==> src/rtl/p2s_serializer.sv <==
// p2s_serializer: word-buffered parallel-to-serial converter for the TX path.
// Define P2S_PARITY_EN to append an even-parity bit after each word.
module p2s_serializer #(
  parameter int inPortWidth  = 4,
  parameter bit MSB_FIRST    = 1'b1,
  parameter int counterWidth = $clog2(inPortWidth)
) (
  input  logic                   CLK,
  input  logic                   RST,
  input  logic                   start,
  input  logic [inPortWidth-1:0] parallelIn,
  input  logic                   loadValid,
  output logic                   loadReady,
  output logic                   serialOut,
  output logic                   serialValid,
  output logic                   done
);

  localparam int W = inPortWidth;
  localparam logic [counterWidth-1:0] LAST =
    counterWidth'(W - 1);

`ifdef P2S_PARITY_EN
  typedef enum logic [1:0] {
    IDLE,
    SHIFT,
    PARITY
  } state_t;
`else
  typedef enum logic [1:0] {
    IDLE,
    SHIFT
  } state_t;
`endif

  state_t                  state;
  logic [W-1:0]            sr;
  logic [W-1:0]            hb;
  logic                    hb_full;
  logic [counterWidth-1:0] cnt;
`ifdef P2S_PARITY_EN
  logic                    par;
`endif

  logic         accept;
  logic         last;
  logic         next_bit;
  logic [W-1:0] sr_shift;
  logic         boundary;
  logic         sr_load;
  logic [W-1:0] sr_word;
  logic         hb_take;
  logic         hb_drain;

  assign loadReady = ~hb_full;
  assign accept    = loadValid & loadReady;
  assign last      = (cnt == LAST);

  assign next_bit = MSB_FIRST ? sr[W-1] : sr[0];
  assign sr_shift = MSB_FIRST ? {sr[W-2:0], 1'b0}
                              : {1'b0, sr[W-1:1]};

  // Word-boundary decode: where SR may be refilled and where a new word lands
  always_comb begin
    boundary = 1'b0;
    case (state)
      IDLE:    boundary = 1'b1;
`ifdef P2S_PARITY_EN
      SHIFT:   boundary = 1'b0;
      PARITY:  boundary = start;
`else
      SHIFT:   boundary = start & last;
`endif
      default: boundary = 1'b0;
    endcase
    sr_load  = boundary & (hb_full | accept);
    sr_word  = hb_full ? hb : parallelIn;
    hb_drain = boundary & hb_full;
    hb_take  = accept & ~(boundary & ~hb_full);
  end

  // Control FSM with registered serial outputs; SR refill overrides the shift
  always_ff @(posedge CLK or posedge RST) begin
    if (RST) begin
      state       <= IDLE;
      sr          <= '0;
      hb          <= '0;
      hb_full     <= 1'b0;
      cnt         <= '0;
      serialOut   <= 1'b0;
      serialValid <= 1'b0;
      done        <= 1'b0;
    end else begin
      if (hb_take) begin
        hb      <= parallelIn;
        hb_full <= 1'b1;
      end else if (hb_drain) begin
        hb_full <= 1'b0;
      end

      case (state)
        IDLE: begin
          serialValid <= 1'b0;
          done        <= 1'b0;
        end
        SHIFT: begin
          if (start) begin
            serialOut   <= next_bit;
            serialValid <= 1'b1;
            sr          <= sr_shift;
            if (last) begin
              cnt <= '0;
`ifdef P2S_PARITY_EN
              done  <= 1'b0;
              state <= PARITY;
`else
              done  <= 1'b1;
              state <= IDLE;
`endif
            end else begin
              cnt  <= cnt + 1'b1;
              done <= 1'b0;
            end
          end else begin
            serialValid <= 1'b0;
            done        <= 1'b0;
          end
        end
`ifdef P2S_PARITY_EN
        PARITY: begin
          if (start) begin
            serialOut   <= par;
            serialValid <= 1'b1;
            done        <= 1'b1;
            state       <= IDLE;
          end else begin
            serialValid <= 1'b0;
            done        <= 1'b0;
          end
        end
`endif
        default: begin
          state <= IDLE;
        end
      endcase

      if (sr_load) begin
        sr    <= sr_word;
        cnt   <= '0;
        state <= SHIFT;
      end
    end
  end

`ifdef P2S_PARITY_EN
  // Even parity of the word currently in SR, captured as it is loaded
  always_ff @(posedge CLK or posedge RST) begin
    if (RST) begin
      par <= 1'b0;
    end else if (sr_load) begin
      par <= ^sr_word;
    end
  end
`endif

endmodule

==> config.mk <==
export PLATFORM = sky130hd
export DESIGN_NAME = p2s_serializer
export DESIGN_NICKNAME = d
export VERILOG_FILES = /design/src/rtl/p2s_serializer.sv
export SDC_FILE = /design/constraint.sdc
export NUM_CORES = 1
export LEC_CHECK = 0
export BUFFER_PORTS_ARGS = -buffer_cell sky130_fd_sc_hd__buf_2
export CORE_UTILIZATION = 40
export CTS_CLUSTER_DIAMETER = 200
export DETAILED_ROUTE_END_ITERATION = 10
export GPL_TIMING_DRIVEN = 0
export HOLD_SLACK_MARGIN = 0.08
export SETUP_SLACK_MARGIN = 0.3
export SYNTH_ARGS = -nofsm -noshare
export SYNTH_HDL_FRONTEND = slang
export SYNTH_SLANG_ARGS = --single-unit
export TNS_END_PERCENT = 10
==> constraint.sdc <==
create_clock -name CLK -period 2.4 [get_ports CLK]
set_input_delay 0.48 -clock CLK [delete_from_list [all_inputs] [get_ports CLK]]
set_output_delay 0.48 -clock CLK [all_outputs]
set_load 0.1 [all_outputs]
==> run summary, run 1 <==
Crit Path Class: reg2out
startpoint types: flop
Fmax: 554 MHz
Filler cells: 149
Final period util: 0.752
status: complete, no violations
layout cells sized above 1: 0.309
Comb pwr share: 0.402
first-pass GRT wire length: 1.88 mm
Worst-Skew Late Latency: 0.28 ns
CP arrival: 1.33 ns
P_sw: 349 µW
Cell Int Power: 524 µW
Clock Path Buffers: 2
CP startpoint: hb_full
reg2reg start: cnt[0]
total CTS buffers: 3
Clock Root Buffer: clkbuf_4
starting density of the core: 0.435
Rows: 14
CTS H-tree lvls: 1
vias in the first global route: 454
FF-to-FF End: hb[3]
Leakage Power: 0.000404 µW
register area: 375 µm²
detailed placement HPWL: 709 µm
initial antenna violation count: 0
Total Wirelength: 958 µm
CP max FO: 6
Fin Clk Skew: 0.00604 ns
Synth top area share: 0.566
Final GP Congestion: 0.621
RSZ-0062 raised after global routing: false
vias per cell: 5.02
Post-Syn Area per Cell: 12.5 µm²
die area: 1820 µm²
Tmin final: 1.81 ns
Area Growth Syn to Fin: 15.3%
Mapped Nets: 62
Clk pwr share: 0.163
gr ovfl total: 0
hold_buf cts: 0
post-cts resize count: 0
Slew Limit Fails: 0
die height: 42.7 µm
Finished Layout Cells: 84
worst-case reg-to-reg path depth: 4
clk sink count: 15
P per Cell Area: 1140 nW/µm²
Ant. Diodes: 0
max-cap violations: 0
Worst-path clk slew: 0.09 ns
# DRC: 0
register-to-register setup slack: 0.95 ns
most common cell after layout, fill and taps aside: dfrtp_1
Die Wd: 42.7 µm
YS warnings: 0
VDD IR-drop max: 0.425 mV
sw frac: 0.399
DRT antenna net count: 0
sequential share of power: 0.435
Critical Path End Type: output pin
commonest non-fill, non-tap cells in the layout: 15 x dfrtp_1, 12 x buf_2, 11 x mux2i_1, 6 x nand2_1, 4 x mux2_1
setup TNS: 0 ns
synthesized flop and latch total: 15
Critical Path Sink: loadReady
pin count of the biggest net entering global routing: 16
top cells by area, synth: dfrtp_1 57%, mux2i_1 17%, mux2_1 6.8%
core area: 1520 µm²
cell count after placement: 80
final net count: 78
Tot GR Track Use: 0.140
Post-Synthesis Cells: 53
register area share after synthesis: 0.566
final hold vios: 0
DR vias: 422
CTS tree: built
length of the first detailed-routing pass in iterations: 4
number of I/O pins: 12
mapped cell area: 663 µm²
Port Buf Inserts: 11
HP Class: in2async
number of distinct library cells after synthesis: 17
DR iter-0 viols: 11
final setup fails: 0
area of the multi-input gates: 272 µm²
Post-CTS Setup Bufs: 0
Synth area leader: dfrtp_1
drt wl/cell: 11.4 µm
Critical Path RT: 1.92 ns
measured slew at the worst slew-check pin: 0.559 ns
slew margin rel.: 0.627
-- cells in the mapped netlist (all sizes together) --
cell type / count
nand2: 7
nand3: 2
or3: 1
ha: 1
a21boi: 1
inv: 3
buf: 1
mux2i: 11
mux2: 5
and3: 1
dfrtp: 15
nor2: 3
a21oi: 2
-- power by group through the flow --
stage / combinational [µW] / clock, µW / sequential, µW
6_report: 351 / 142 / 380
5_1_grt: 386 / 162 / 395
4_1_cts: 356 / 149 / 382
3_5_place_dp: 356 / 0 / 387
3_3_place_gp: 350 / 0 / 382
2_1_floorplan: 223 / 0 / 454
-- layout make-up --
class	instances	area share
multi-input cells	34	0.355
well taps	16	0.0262
repair buffers	11	0.0720
inverters	3	0.0147
plain buffers	1	0.00655
flip-flops and latches	15	0.491
clock buffers	4	0.0344
-- worst max-delay path, cell delays in order (launching register included) --
cell and delay (ns):
dfrtp_1 0.37, buf_2 0.16, inv_1 0.09, buf_2 0.43
-- cells by family after synthesis --
logic type / Yosys count / share of synthesized area
flip-flops: 15 / 0.566
multiplexers: 16 / 0.251
AO/OA/AOI/OAI: 3 / 0.0321
AND/OR/NAND/NOR: 14 / 0.108
adder cells (fa/ha/maj): 1 / 0.0189
buffers and inverters: 4 / 0.0245
-- worst min path at each step --
stage | startpoint | to | slack, ns | cells after the start
final | RST | cnt[1] | 0.23 | 2
after global placement | hb[2] | hb[2] | 0.47 | 1
after CTS | RST | cnt[1] | 0.26 | 2
after floorplan | RST | cnt[0] | 0.38 | 1
after detailed placement | hb[2] | hb[2] | 0.48 | 1
after global routing | RST | cnt[0] | 0.29 | 2
-- sequential cells by signal (all words and copies together), names as in the netlist --
signal,flops
serialValid,1
hb,4
state,1
cnt,2
done,1
serialOut,1
hb_full,1
sr,4
-- per-stage QoR --
stage / total power, µW / hold slack (ns) / utilization / instance area, µm² / worst slack, ns
2_1_floorplan: 677 / 0.381 / - / 663 / 0.579
3_3_place_gp: 732 / 0.473 / 0.484 / 738 / 0.910
3_5_place_dp: 743 / 0.481 / 0.484 / 738 / 0.904
4_1_cts: 887 / 0.262 / 0.502 / 764 / 0.586
5_1_grt: 943 / 0.288 / 0.502 / 764 / 0.525
6_report: 873 / 0.233 / 0.502 / 764 / 0.594
-- routing by layer --
metal,track usage,vias to the layer above,share of wire
met3,0.0383,3,0.042
met4,0.0563,0,0.018
met5,0,-,0
met2,0.221,14,0.47
li1,-,210,-
met1,0.181,195,0.47
Power figures use the tool's default switching activity.
==> inputs of run 2 (changes only) <==
clock period = 1.6 ns   (was 2.4 ns; I/O delays follow)
==> run 2 against run 1 <==
Compared with the run above: largest power group is now combinational logic; cell count is 4.8% higher; combinational power increased by 100%; highest routed layer is now met3; die area unchanged; non-clock buffer count grew 4; clock power up 46%; wire length grew 15%.
==> run summary, run 2 (synthesis results as in run 1) <==
status: complete, no violations
CP arrival: 1.53 ns
Tot Pwr: 1510 µW
DRT antenna net count: 0
VDD IR-drop max: 0.732 mV
clk sink count: 15
worst stage delay on the critical path: 0.42 ns
vias in the first global route: 442
number of I/O pins: 12
Final GP Congestion: 0.696
Critical Path RT: 1.76 ns
CP max FO: 4
initial antenna violation count: 0
WP buf/inv: 0
final net count: 82
CTS H-tree lvls: 1
crit-path leading delay family: flip-flops
final setup fails: 0
setup slack at placement: 0.139 ns
Worst-path clk slew: 0.08 ns
vias per cell: 4.86
P per Cell Area: 1760 nW/µm²
Fmax: 733 MHz
drt wl/cell: 12.5 µm
critical-path cell list: ha_4, a21boi_4, nand3_4, mux2_1
measured slew at the worst slew-check pin: 0.578 ns
startpoint types: flop
Total Wirelength: 1.10 mm
final core occ: 0.565
Leakage Power: 0.000446 µW
Tot GR Track Use: 0.150
slew margin rel.: 0.614
max-cap violations: 0
Clock Path Buffers: 2
Tmin final: 1.36 ns
die area: 1820 µm²
first-pass GRT wire length: 1.90 mm
total CTS buffers: 3
starting density of the core: 0.435
Ant. Diodes: 0
pin count of the biggest net entering global routing: 16
Crit Path Class: reg2reg
Finished Layout Cells: 88
Critical Path End Type: flop
CTS tree: built
setup TNS: 0 ns
gr ovfl total: 0
final hold vios: 0
cell count after placement: 80
length of the first detailed-routing pass in iterations: 2
Rows: 14
die height: 42.7 µm
DR vias: 428
Port Buf Inserts: 11
layout cells sized above 1: 0.417
Area Growth Syn to Fin: 29.8%
Slowest cell on crit path: dfrtp_1
# DRC: 0
detailed placement HPWL: 741 µm
commonest non-fill, non-tap cells in the layout: 15 x dfrtp_1, 11 x mux2i_1, 9 x buf_2, 6 x nand2_1, 5 x buf_4
most common cell after layout, fill and taps aside: dfrtp_1
core area: 1520 µm²
DR iter-0 viols: 5
biggest regs: hb: 4 flops, sr: 4 flops, cnt: 2 flops
Slew Limit Fails: 0
RSZ-0062 raised after global routing: true
Worst-Skew Late Latency: 0.27 ns
HP Class: in2async
Final period util: 0.852
hold_buf cts: 0
Clock Root Buffer: clkbuf_4
Die Wd: 42.7 µm
setup ws final: 0.237 ns
Fin Clk Skew: 0.00266 ns
[run 2: metrics by stage]
stage | area [µm²] | hold WS, ns
final | 861 | 0.0869
after global placement | 756 | 0.411
after floorplan | 681 | 0.221
after CTS | 846 | 0.0921
after detailed placement | 756 | 0.404
after global routing | 861 | 0.126
[run 2: cell type report]
cell class | instances | area, µm²
tap | 16 | 20.0
inverter | 3 | 15.0
buffer | 1 | 11.3
clock buffer | 4 | 26.3
timing repair buffer | 15 | 103
multi-input combinational | 34 | 310
sequential | 15 | 375
fill | 146 | 663
[run 2: final timing paths]
check	from	end	slack (ns)	cells past startpoint
max in group asynchronous	RST	hb[3]	1.13	2
setup reg to reg	cnt[1]	hb[0]	0.24	4
hold / removal	RST	cnt[0]	0.09	2
min in group CLK	parallelIn[0]	hb[0]	0.27	2
setup / recovery	cnt[1]	hb[0]	0.24	4
hold reg to reg	hb[0]	hb[0]	0.50	1
[run 2: timing repair]
item / in CTS / in global routing
cloned: 0 / 0
setup endpoints to repair: 12 / 11
setup buffers: 3 / 1
resized for setup: 9 / 2
pin swaps: 2 / 3
[run 2: per-layer routing]
metal	vias to the layer above	global-route usage	wire, µm	part of all wire
met5	-	0	0	0
met2	9	0.227	542	0.49
met1	200	0.172	522	0.47
met4	0	0.0750	0	0
met3	0	0.0766	34	0.031
li1	219	-	-	-
[run 2: report_power, final]
part	total, µW	switching, µW	internal, µW
registers	587	77.6	510
logic	717	391	326
clock network	208	111	96.6
total	1510	579	932
